## config.mk

```make
export PLATFORM = sky130hd
export DESIGN_NAME = hs_rr_arbiter
export DESIGN_NICKNAME = d
export VERILOG_FILES = /design/src/rtl/hs_rr_arbiter.sv
export SDC_FILE = /design/constraint.sdc
export NUM_CORES = 1
export LEC_CHECK = 0
export ABC_AREA = 1
export CAP_MARGIN = 20
export CORE_MARGIN = 1.5
export CORE_UTILIZATION = 40
export CTS_CLUSTER_DIAMETER = 150
export DETAILED_ROUTE_END_ITERATION = 7
export PLACE_DENSITY = 0.67
export SYNTH_ARGS = -nofsm -noshare
export SYNTH_HDL_FRONTEND = slang
export SYNTH_SLANG_ARGS = --single-unit
```

## constraint.sdc

```tcl
create_clock -name clk -period 4.8 [get_ports clk]
set_clock_uncertainty 0.15 [all_clocks]
set_input_delay 0.72 -clock clk [delete_from_list [all_inputs] [get_ports clk]]
set_output_delay 0.72 -clock clk [all_outputs]
set_load 0.01 [all_outputs]
```

## src/rtl/hs_rr_arbiter.sv

```systemverilog
// ============================================================================
// Module   : hs_rr_arbiter
// Purpose  : Round-robin arbiter with a per-grant burst cap. It feeds one
//            consumer through a 2-entry registered output buffer.
// Revision : 1.0 - initial release
// ============================================================================
`default_nettype none

module hs_rr_arbiter #(
  parameter int NUM_REQ    = 4,
  parameter int WORD_WIDTH = 8,
  parameter int MAX_BURST  = 4,
  parameter int ID_WIDTH   = 2
) (
  input  logic                          clk,
  input  logic                          rst,
  input  logic [NUM_REQ-1:0]            up_valid,
  input  logic [NUM_REQ*WORD_WIDTH-1:0] up_data,
  output logic [NUM_REQ-1:0]            up_ready,
  output logic                          down_valid,
  output logic [WORD_WIDTH-1:0]         down_data,
  output logic [ID_WIDTH-1:0]           down_id,
  input  logic                          down_ready
);

  localparam int                  CNT_W     = (MAX_BURST > 1) ? $clog2(MAX_BURST) : 1;
  localparam logic [CNT_W-1:0]    LAST_BEAT = CNT_W'(MAX_BURST - 1);
  localparam logic [ID_WIDTH-1:0] LAST_REQ  = ID_WIDTH'(NUM_REQ - 1);
  localparam logic [1:0]          OCC_FULL  = 2'd2;

  typedef enum logic [0:0] {
    IDLE  = 1'b0,
    GRANT = 1'b1
  } state_t;

  // First requester set in req, scanning base+1, base+2, ... and wrapping so base is last.
  function automatic logic [ID_WIDTH-1:0] rr_pick(input logic [NUM_REQ-1:0]  req,
                                                  input logic [ID_WIDTH-1:0] base);
    logic [2*NUM_REQ-1:0]  dbl;
    logic [NUM_REQ-1:0]    rot;
    logic [NUM_REQ-1:0]    probe;
    logic [ID_WIDTH-1:0]   pick;
    logic                  found;
    int                    idx;
    dbl   = {req, req};
    rot   = NUM_REQ'(dbl >> (int'(base) + 1));
    pick  = base;
    found = 1'b0;
    idx   = 0;
    for (int k = 0; k < NUM_REQ; k++) begin
      probe = rot >> k;
      if (!found && probe[0]) begin
        idx = int'(base) + 1 + k;
        if (idx >= NUM_REQ) begin
          idx = idx - NUM_REQ;
        end
        pick  = ID_WIDTH'(idx);
        found = 1'b1;
      end
    end
    return pick;
  endfunction

  state_t                state_q, state_d;
  logic [ID_WIDTH-1:0]   grant_q, grant_d;
  logic [ID_WIDTH-1:0]   last_grant_q, last_grant_d;
  logic [CNT_W-1:0]      beat_cnt_q, beat_cnt_d;
  logic [1:0]            occ_q, occ_d;
  logic [NUM_REQ-1:0]    up_ready_q, up_ready_d;
  logic                  down_valid_q, down_valid_d;
  logic [WORD_WIDTH-1:0] data0_q, data0_d;
  logic [WORD_WIDTH-1:0] data1_q, data1_d;
  logic [ID_WIDTH-1:0]   id0_q, id0_d;
  logic [ID_WIDTH-1:0]   id1_q, id1_d;

  logic [NUM_REQ-1:0]    grant_onehot;
  logic                  grant_valid;
  logic [WORD_WIDTH-1:0] up_word;
  logic                  up_xfer;
  logic                  down_xfer;
  logic                  burst_done;
  logic                  grant_release;

  always_comb begin
    grant_onehot = NUM_REQ'(1) << grant_q;
    grant_valid  = |(up_valid & grant_onehot);
    up_word      = WORD_WIDTH'(up_data >> (int'(grant_q) * WORD_WIDTH));
    up_xfer      = |(up_ready_q & up_valid);
    down_xfer    = down_valid_q & down_ready;
  end

  // Output buffer: entry 0 faces the consumer, entry 1 catches the beat that
  // arrives while entry 0 is stalled.
  always_comb begin
    occ_d   = occ_q;
    data0_d = data0_q;
    id0_d   = id0_q;
    data1_d = data1_q;
    id1_d   = id1_q;
    case (occ_q)
      2'd0: begin
        if (up_xfer) begin
          data0_d = up_word;
          id0_d   = grant_q;
          occ_d   = 2'd1;
        end
      end
      2'd1: begin
        if (up_xfer && down_xfer) begin
          data0_d = up_word;
          id0_d   = grant_q;
        end else if (up_xfer) begin
          data1_d = up_word;
          id1_d   = grant_q;
          occ_d   = 2'd2;
        end else if (down_xfer) begin
          occ_d   = 2'd0;
        end
      end
      2'd2: begin
        if (down_xfer) begin
          data0_d = data1_q;
          id0_d   = id1_q;
          occ_d   = 2'd1;
        end
      end
      default: begin
        occ_d = 2'd0;
      end
    endcase
    down_valid_d = (occ_d != 2'd0);
  end

  always_comb begin
    state_d       = state_q;
    grant_d       = grant_q;
    last_grant_d  = last_grant_q;
    beat_cnt_d    = beat_cnt_q;
    burst_done    = 1'b0;
    grant_release = 1'b0;
    case (state_q)
      IDLE: begin
        if (|up_valid) begin
          grant_d    = rr_pick(up_valid, last_grant_q);
          beat_cnt_d = '0;
          state_d    = GRANT;
        end
      end
      GRANT: begin
        if (up_xfer) begin
          beat_cnt_d = beat_cnt_q + 1'b1;
        end
        burst_done    = up_xfer && (beat_cnt_q == LAST_BEAT);
        // A full-buffer stall keeps up_valid high, so it never releases here.
        grant_release = burst_done || !grant_valid;
        if (grant_release) begin
          last_grant_d = grant_q;
          beat_cnt_d   = '0;
          if (|up_valid) begin
            grant_d = rr_pick(up_valid, grant_q);
          end else begin
            state_d = IDLE;
          end
        end
      end
      default: begin
        state_d = IDLE;
      end
    endcase
    // Ready is computed from next-cycle state so it can be driven straight from a flop.
    up_ready_d = '0;
    if ((state_d == GRANT) && (occ_d != OCC_FULL)) begin
      up_ready_d = NUM_REQ'(1) << grant_d;
    end
  end

  always_ff @(posedge clk or posedge rst) begin
    if (rst) begin
      state_q      <= IDLE;
      grant_q      <= '0;
      last_grant_q <= LAST_REQ;
      beat_cnt_q   <= '0;
      occ_q        <= 2'd0;
      up_ready_q   <= '0;
      down_valid_q <= 1'b0;
      data0_q      <= '0;
      id0_q        <= '0;
      data1_q      <= '0;
      id1_q        <= '0;
    end else begin
      state_q      <= state_d;
      grant_q      <= grant_d;
      last_grant_q <= last_grant_d;
      beat_cnt_q   <= beat_cnt_d;
      occ_q        <= occ_d;
      up_ready_q   <= up_ready_d;
      down_valid_q <= down_valid_d;
      data0_q      <= data0_d;
      id0_q        <= id0_d;
      data1_q      <= data1_d;
      id1_q        <= id1_d;
    end
  end

  assign up_ready   = up_ready_q;
  assign down_valid = down_valid_q;
  assign down_data  = data0_q;
  assign down_id    = id0_q;

endmodule

`default_nettype wire

```

==> metrics.txt, run 1 <==
IO Count=54; reg2reg path depth=14; number of distinct library cells after synthesis=30; fin nets=roughly 410; maximum root-to-sink buffer count=2; Critical Setup Path Class=input pin to register; Setup TNS=0 ns; Setup crit end kind=register; commonest non-fill, non-tap cells in the layout=nand2_1, clkdlybuf4s50_1, nor2_1; relative slew slack=roughly 38%; outcome=finished clean; CTS tree=yes; RSZ-0062 raised after global routing=no; cell internal pwr=approximately 0.001 W; area delta synth->final=29.2%; Slew @ Worst Pin=0.927 ns; max_cap viols=0; initial antenna violation count=0; combinational share of power=61.4%; clk_lat worst skew=~0.28 ns; Starting DRT DRC Count=123; Ys Warns=0; sw frac=47.7%; met3 global-route usage=approximately 1.7%; HP Class=register to register; Post-Syn Nets=363; Switch Pwr=roughly 0.00092 W; Final Cycle Share=a little under three fifths; Tot GR Track Use=roughly a fifth; Required @ worst endpoint=just under 5 ns; GRT met1 Usage=26.9%; FP Rows=27; commonest non-fill, non-tap cell in the layout=nand2_1; final slew viol count=0; die area=about 6000 µm²; vias in the first global route=2,065; critical-path maximum fanout=21; Post-Syn Area=around 2300 µm²; placed cells=434; worst r2r dst=up_ready[1]; register area share after synthesis=37.7%; core area=between 5000 and 6000 µm²; CP startpoint=up_valid[2]; reg2reg start=grant_q[1]; gr ovfl total=0; CP Capture Point=down_data[2]; Avg Inst Size Synth=7.09 µm²; via count=about 2,200; maximum vdd drop=roughly 0.00028 V; share of layout cells above drive strength 1=around 10%; Hold Fails Final Rpt=0; R2R Setup Slk=2.17 ns; busiest grt layer=met2; global placement routability congestion=0.905; startpoint types=input pin; Antenna diodes=0; sequential power share=between 20% and 30%; clock share of power=between 10% and 20%; Setup violations, final=0; DR vias/cell=4.92; CP Data Arrival Time=2.79 ns; Final HPWL DP=between 4000 and 5000 µm; Worst-path clk slew=around 0.06 ns; Pleak=between 1 and 1.5 nW; port bufs=53; first-pass GRT wire length=approximately 9600 µm; Pwr Density=657 nW/µm²; post-route ant nets=0; clk sinks=34; post-CTS sizing=0; drc violations=0; drt pass-1 iters=4; routed len/inst=~12 µm; minimum clock period=about 2.7 ns; post-CTS setup buffer count=0; Die Height=around 78 µm; largest net degree at the start of global routing=35; fmax=about 370 MHz; Non-Filler Instances=~440; H-tree depth=2; Total Routed Length=5430 µm; TritonCTS Buffers=5; Seq cells post-synth=34; hold_buf cts=0; GRT met2 Usage=a little under a third; root buffer cell=clkbuf_8; Initial Utilization=around two fifths; Die X=78.2 µm; Cells after Synth=319
-- synth_stat cells (all sizes together) --
master / instances / area share (%)
o21ai: 27 / 6.0
buf: 5 / 1.8
nor2: 40 / 8.0
o221ai: 1 / 0.39
dfrtp: 32 / 35
dfstp: 2 / 2.3
ha: 5 / 2.8
nand3: 22 / 5.8
a211oi: 1 / 0.89
o211ai: 1 / 0.33
inv: 23 / 3.9
nand2: 125 / 21
clkbuf: 7 / 1.2
o22ai: 8 / 2.2
clkinv: 1 / 0.17
a31oi: 11 / 5.5
nand4: 6 / 1.7
a21oi: 2 / 0.61
-- through the flow --
stage	hold slack (ns)	utilization [%]	cell area [µm²]	power, W	worst slack, ns
floorplan	0.299	-	2260	0.00140	2.72
global placement	0.315	51.7	2830	0.00169	1.88
detailed placement	0.322	51.7	2830	0.00171	1.78
CTS	0.340	53.4	2920	0.00193	2.07
global route	0.357	53.4	2920	0.00213	1.85
finish	0.343	53.4	2920	0.00192	2.06
-- logic make-up after synthesis --
group	after synthesis	share of synthesized area, %
simple gates	193	36.5
compound gates	51	15.9
buf+inv	36	7.08
flops	34	37.7
fa+ha+maj	5	2.77
-- power by group through the flow --
stage                     Sequential [W]  Combinational (W)  Clock [W]
final                           0.000526            0.00118   0.000214
after CTS                       0.000527            0.00118   0.000222
after detailed placement        0.000530            0.00118          0
after global placement          0.000530            0.00116          0
after floorplan                 0.000530           0.000866          0
after global routing            0.000548            0.00135   0.000231
-- state kept, by name (all words and copies together), names as in the netlist --
| register | flops |
|---|---|
| occ_q | 2 |
| down_id | 2 |
| up_ready | 4 |
| down_valid | 1 |
| state_q | 1 |
| beat_cnt_q | 2 |
| last_grant_q | 2 |
| data1_q | 8 |
| down_data | 8 |
| id1_q | 2 |
| grant_q | 2 |
-- per-layer routing --
metal,vias up,share of wire [%]
met5,-,0
met4,0,1.3
li1,1137,-
met2,45,46
met1,984,49
met3,7,3.5
-- worst min-delay path by stage --
stage / startpoint / end / slack (ns) / depth (start not counted)
global route: data1_q[3] / data1_q[3] / 0.36 / 2
finish: data1_q[6] / data1_q[6] / 0.34 / 2
CTS: data1_q[3] / data1_q[3] / 0.34 / 2
detailed placement: data1_q[3] / data1_q[3] / 0.32 / 2
global placement: data1_q[6] / data1_q[6] / 0.31 / 2
floorplan: data1_q[0] / data1_q[0] / 0.30 / 2
-- worst max-delay path, stage by stage --
cell and delay (ns):
clkdlybuf4s50_1 0.59, nand2_1 0.09, nand2_1 0.11, nor2_4 0.07, nor2_4 0.10, nor2_2 0.06, a211oi_4 0.74, nor2_1 0.13
a31oi_2 0.17
-- area by class of cell --
type	instances	area (µm²)
clock buffers	7	86.3
clock inverters	1	5.00
fillers	561	2550
inverters	24	92.6
multi-input cells	249	1250
flip-flops and latches	34	853
well taps	72	90.1
repair buffers	55	546
Note: power is estimated with default switching activity, not from simulation.
==> run 2, diff against run 1 <==
- PLACE_DENSITY: 0.67 -> 0.69
- clock period: 4.8 -> 2.34 ns (I/O delays scaled with it)
==> run 2 against run 1 <==
  * Sequential share of layout area decreased by 0.64 points
  * Cell count increased by 1.6%
  * Power increased by 110%
  * First-iteration DRC count decreased by 21%
  * Via count increased by 0.87%
  * Cell area increased by 2.4%
  * Setup slack got worse by 1.7 ns
==> metrics.txt, run 2 (synthesis results as in run 1) <==
port bufs=53 (unchanged); largest net degree at the start of global routing=35 (unchanged); Fillers=536 (-4.5%); Final HPWL DP=4130 µm (+1.2%); Final Util=54.6% (+1.3 points); Critical Setup Path Class=register to register; initial antenna violation count=0 (unchanged); Starting DRT DRC Count=97 (-21%); Pwr Density=1350 nW/µm² (+110%); R2R Setup Slk=0.33 ns (-1.84 ns); first-pass GRT wire length=9030 µm (-5.6%); sequential power share=26.6% (-0.8 points); critical-path maximum fanout=9 (-57%); sw frac=47.0% (-0.77 points); Switch Pwr=0.00190 W (+110%); IO Count=54 (unchanged); root buffer cell=clkbuf_8; worst r2r dst=up_ready[0]; gr ovfl total=0 (unchanged); clk_lat worst skew=0.29 ns (about the same); cell internal pwr=0.00214 W (+110%); Worst-path clk slew=0.07 ns (about the same); FP Rows=27 (unchanged); routed len/inst=11.9 µm (-2.8%); Tot GR Track Use=18.8% (-0.61 points); via count=2,192 (+0.87%); Setup TNS=0 ns (unchanged); CP startpoint=grant_q[0]; maximum root-to-sink buffer count=2 (unchanged); Setup crit end kind=register; core area=5470 µm² (unchanged); commonest non-fill, non-tap cell in the layout=nand2_1; reg2reg path depth=14 (unchanged); final slew viol count=0 (unchanged); CP Capture Point=up_ready[0]; vias in the first global route=1,969 (-4.6%); Pleak=1.41 nW (+2.6%); commonest non-fill, non-tap cells in the layout=nand2_1, clkdlybuf4s50_1, nor2_1; RSZ-0062 raised after global routing=no; max_cap viols=0 (unchanged); CTS tree=yes; CP Data Arrival Time=2.04 ns (-0.75 ns); Hold Fails Final Rpt=0 (unchanged); Required @ worst endpoint=2.37 ns (-2.48 ns); Multi-input gate area=1250 µm² (unchanged); post-CTS setup buffer count=0 (unchanged); combinational share of power=62.2% (+0.8 points); flip-flop and latch area=855 µm² (+0.15%); Die X=78.2 µm (unchanged); Die Height=78.2 µm (unchanged); drt pass-1 iters=4 (unchanged); post-route ant nets=0 (unchanged); Slew @ Worst Pin=0.416 ns (-0.512 ns); fin nets=420 (+1.7%); Total Routed Length=5360 µm (-1.3%); Initial Utilization=41.3% (unchanged); startpoint types=register; relative slew slack=72.3% (+34 points); outcome=finished clean; clock share of power=11.2% (about the same); drc violations=0 (unchanged); HP Class=input pin to async pin; reg2reg start=grant_q[0]; die area=6110 µm² (unchanged); Antenna diodes=0 (unchanged); maximum vdd drop=0.000933 V (+230%); H-tree depth=2 (unchanged); Final Cycle Share=a little under nine tenths; share of layout cells above drive strength 1=12.2% (+2.2 points); DR vias/cell=4.88 (-0.70%); area delta synth->final=32.3%; fmax=498 MHz; minimum clock period=2.01 ns; clk sinks=34 (unchanged); Setup violations, final=0 (unchanged); global placement routability congestion=0.976 (+7.8%); TritonCTS Buffers=5 (unchanged)
==> run 2: cell count changes in the layout (fill, tap and decap cells not counted), sizes merged <==
cell      before  now
clkbuf         7    6
clkinvlp       0    1
buf            2    9
==> run 2: layout make-up <==
cell class                      count  share of cell area [%]
Clock inverter                      2                   0.418
Sequential cell                    34                    28.6
Clock buffer                        6                    2.76
Inverter                           24                    3.10
Tap cell                           72                    3.01
Timing Repair Buffer               62                    20.4
Multi-Input combinational cell    249                    41.7
==> run 2: layer usage <==
metal | part of all wire (%) | up-vias | track usage [%] | routed length, µm
met5 | 0 | - | 0 | 0
met4 | 2.4 | 0 | 8.39 | 131
met3 | 3.4 | 13 | 2.79 | 182
met2 | 46 | 39 | 30.3 | 2490
met1 | 48 | 989 | 25.0 | 2560
li1 | - | 1151 | - | -
==> run 2: worst min-delay path by stage <==
| stage | startpoint | end | slack (ns) | cells after the start |
|---|---|---|---|---|
| global placement | data1_q[0] | data1_q[0] | 0.31 | 2 |
| CTS | rst | occ_q[0] | 0.31 | 3 |
| global route | data1_q[7] | data1_q[7] | 0.35 | 2 |
| detailed placement | data1_q[5] | data1_q[5] | 0.32 | 2 |
| floorplan | data1_q[0] | data1_q[0] | 0.30 | 2 |
| finish | rst | occ_q[0] | 0.30 | 3 |
==> run 2: through the flow <==
step | hold WS, ns | instance area, µm² | power [W] | instances | worst slack, ns
after floorplan | 0.299 | 2260 | 0.00286 | 319 | 0.264
after global placement | 0.313 | 2890 | 0.00357 | 441 | 0.105
after detailed placement | 0.319 | 2890 | 0.00361 | 441 | 0.112
after CTS | 0.312 | 2990 | 0.00407 | 449 | 0.235
after global routing | 0.354 | 2990 | 0.00446 | 449 | 0.110
final | 0.303 | 2990 | 0.00404 | 449 | 0.332
==> run 2: critical path, stage by stage, from the launching register on <==
cell,delay [ns]
dfrtp_2,0.49
inv_4,0.08
ha_1,0.20
nand2_1,0.06
nand2_1,0.05
inv_1,0.05
nand2_1,0.10
nand2_1,0.09
nand2_2,0.09
nor2_4,0.12
nand2_1,0.07
nand2_1,0.06
nand2_1,0.08
a21oi_2,0.17
nor2_1,0.06
==> run 2: power by group through the flow <==
stage                     clock, W  sequential (W)  combinational, W
final                     0.000453         0.00107           0.00252
after global routing      0.000496         0.00111           0.00285
after CTS                 0.000469         0.00107           0.00253
after detailed placement         0         0.00108           0.00254
after global placement           0         0.00108           0.00250
after floorplan                  0         0.00109           0.00178
==> run 2: timing repair <==
| action | CTS | global route |
|---|---|---|
| gates resized for setup | 0 | 1 |
| hold buffers | 0 | 0 |
| setup endpoints to repair | 0 | 2 |
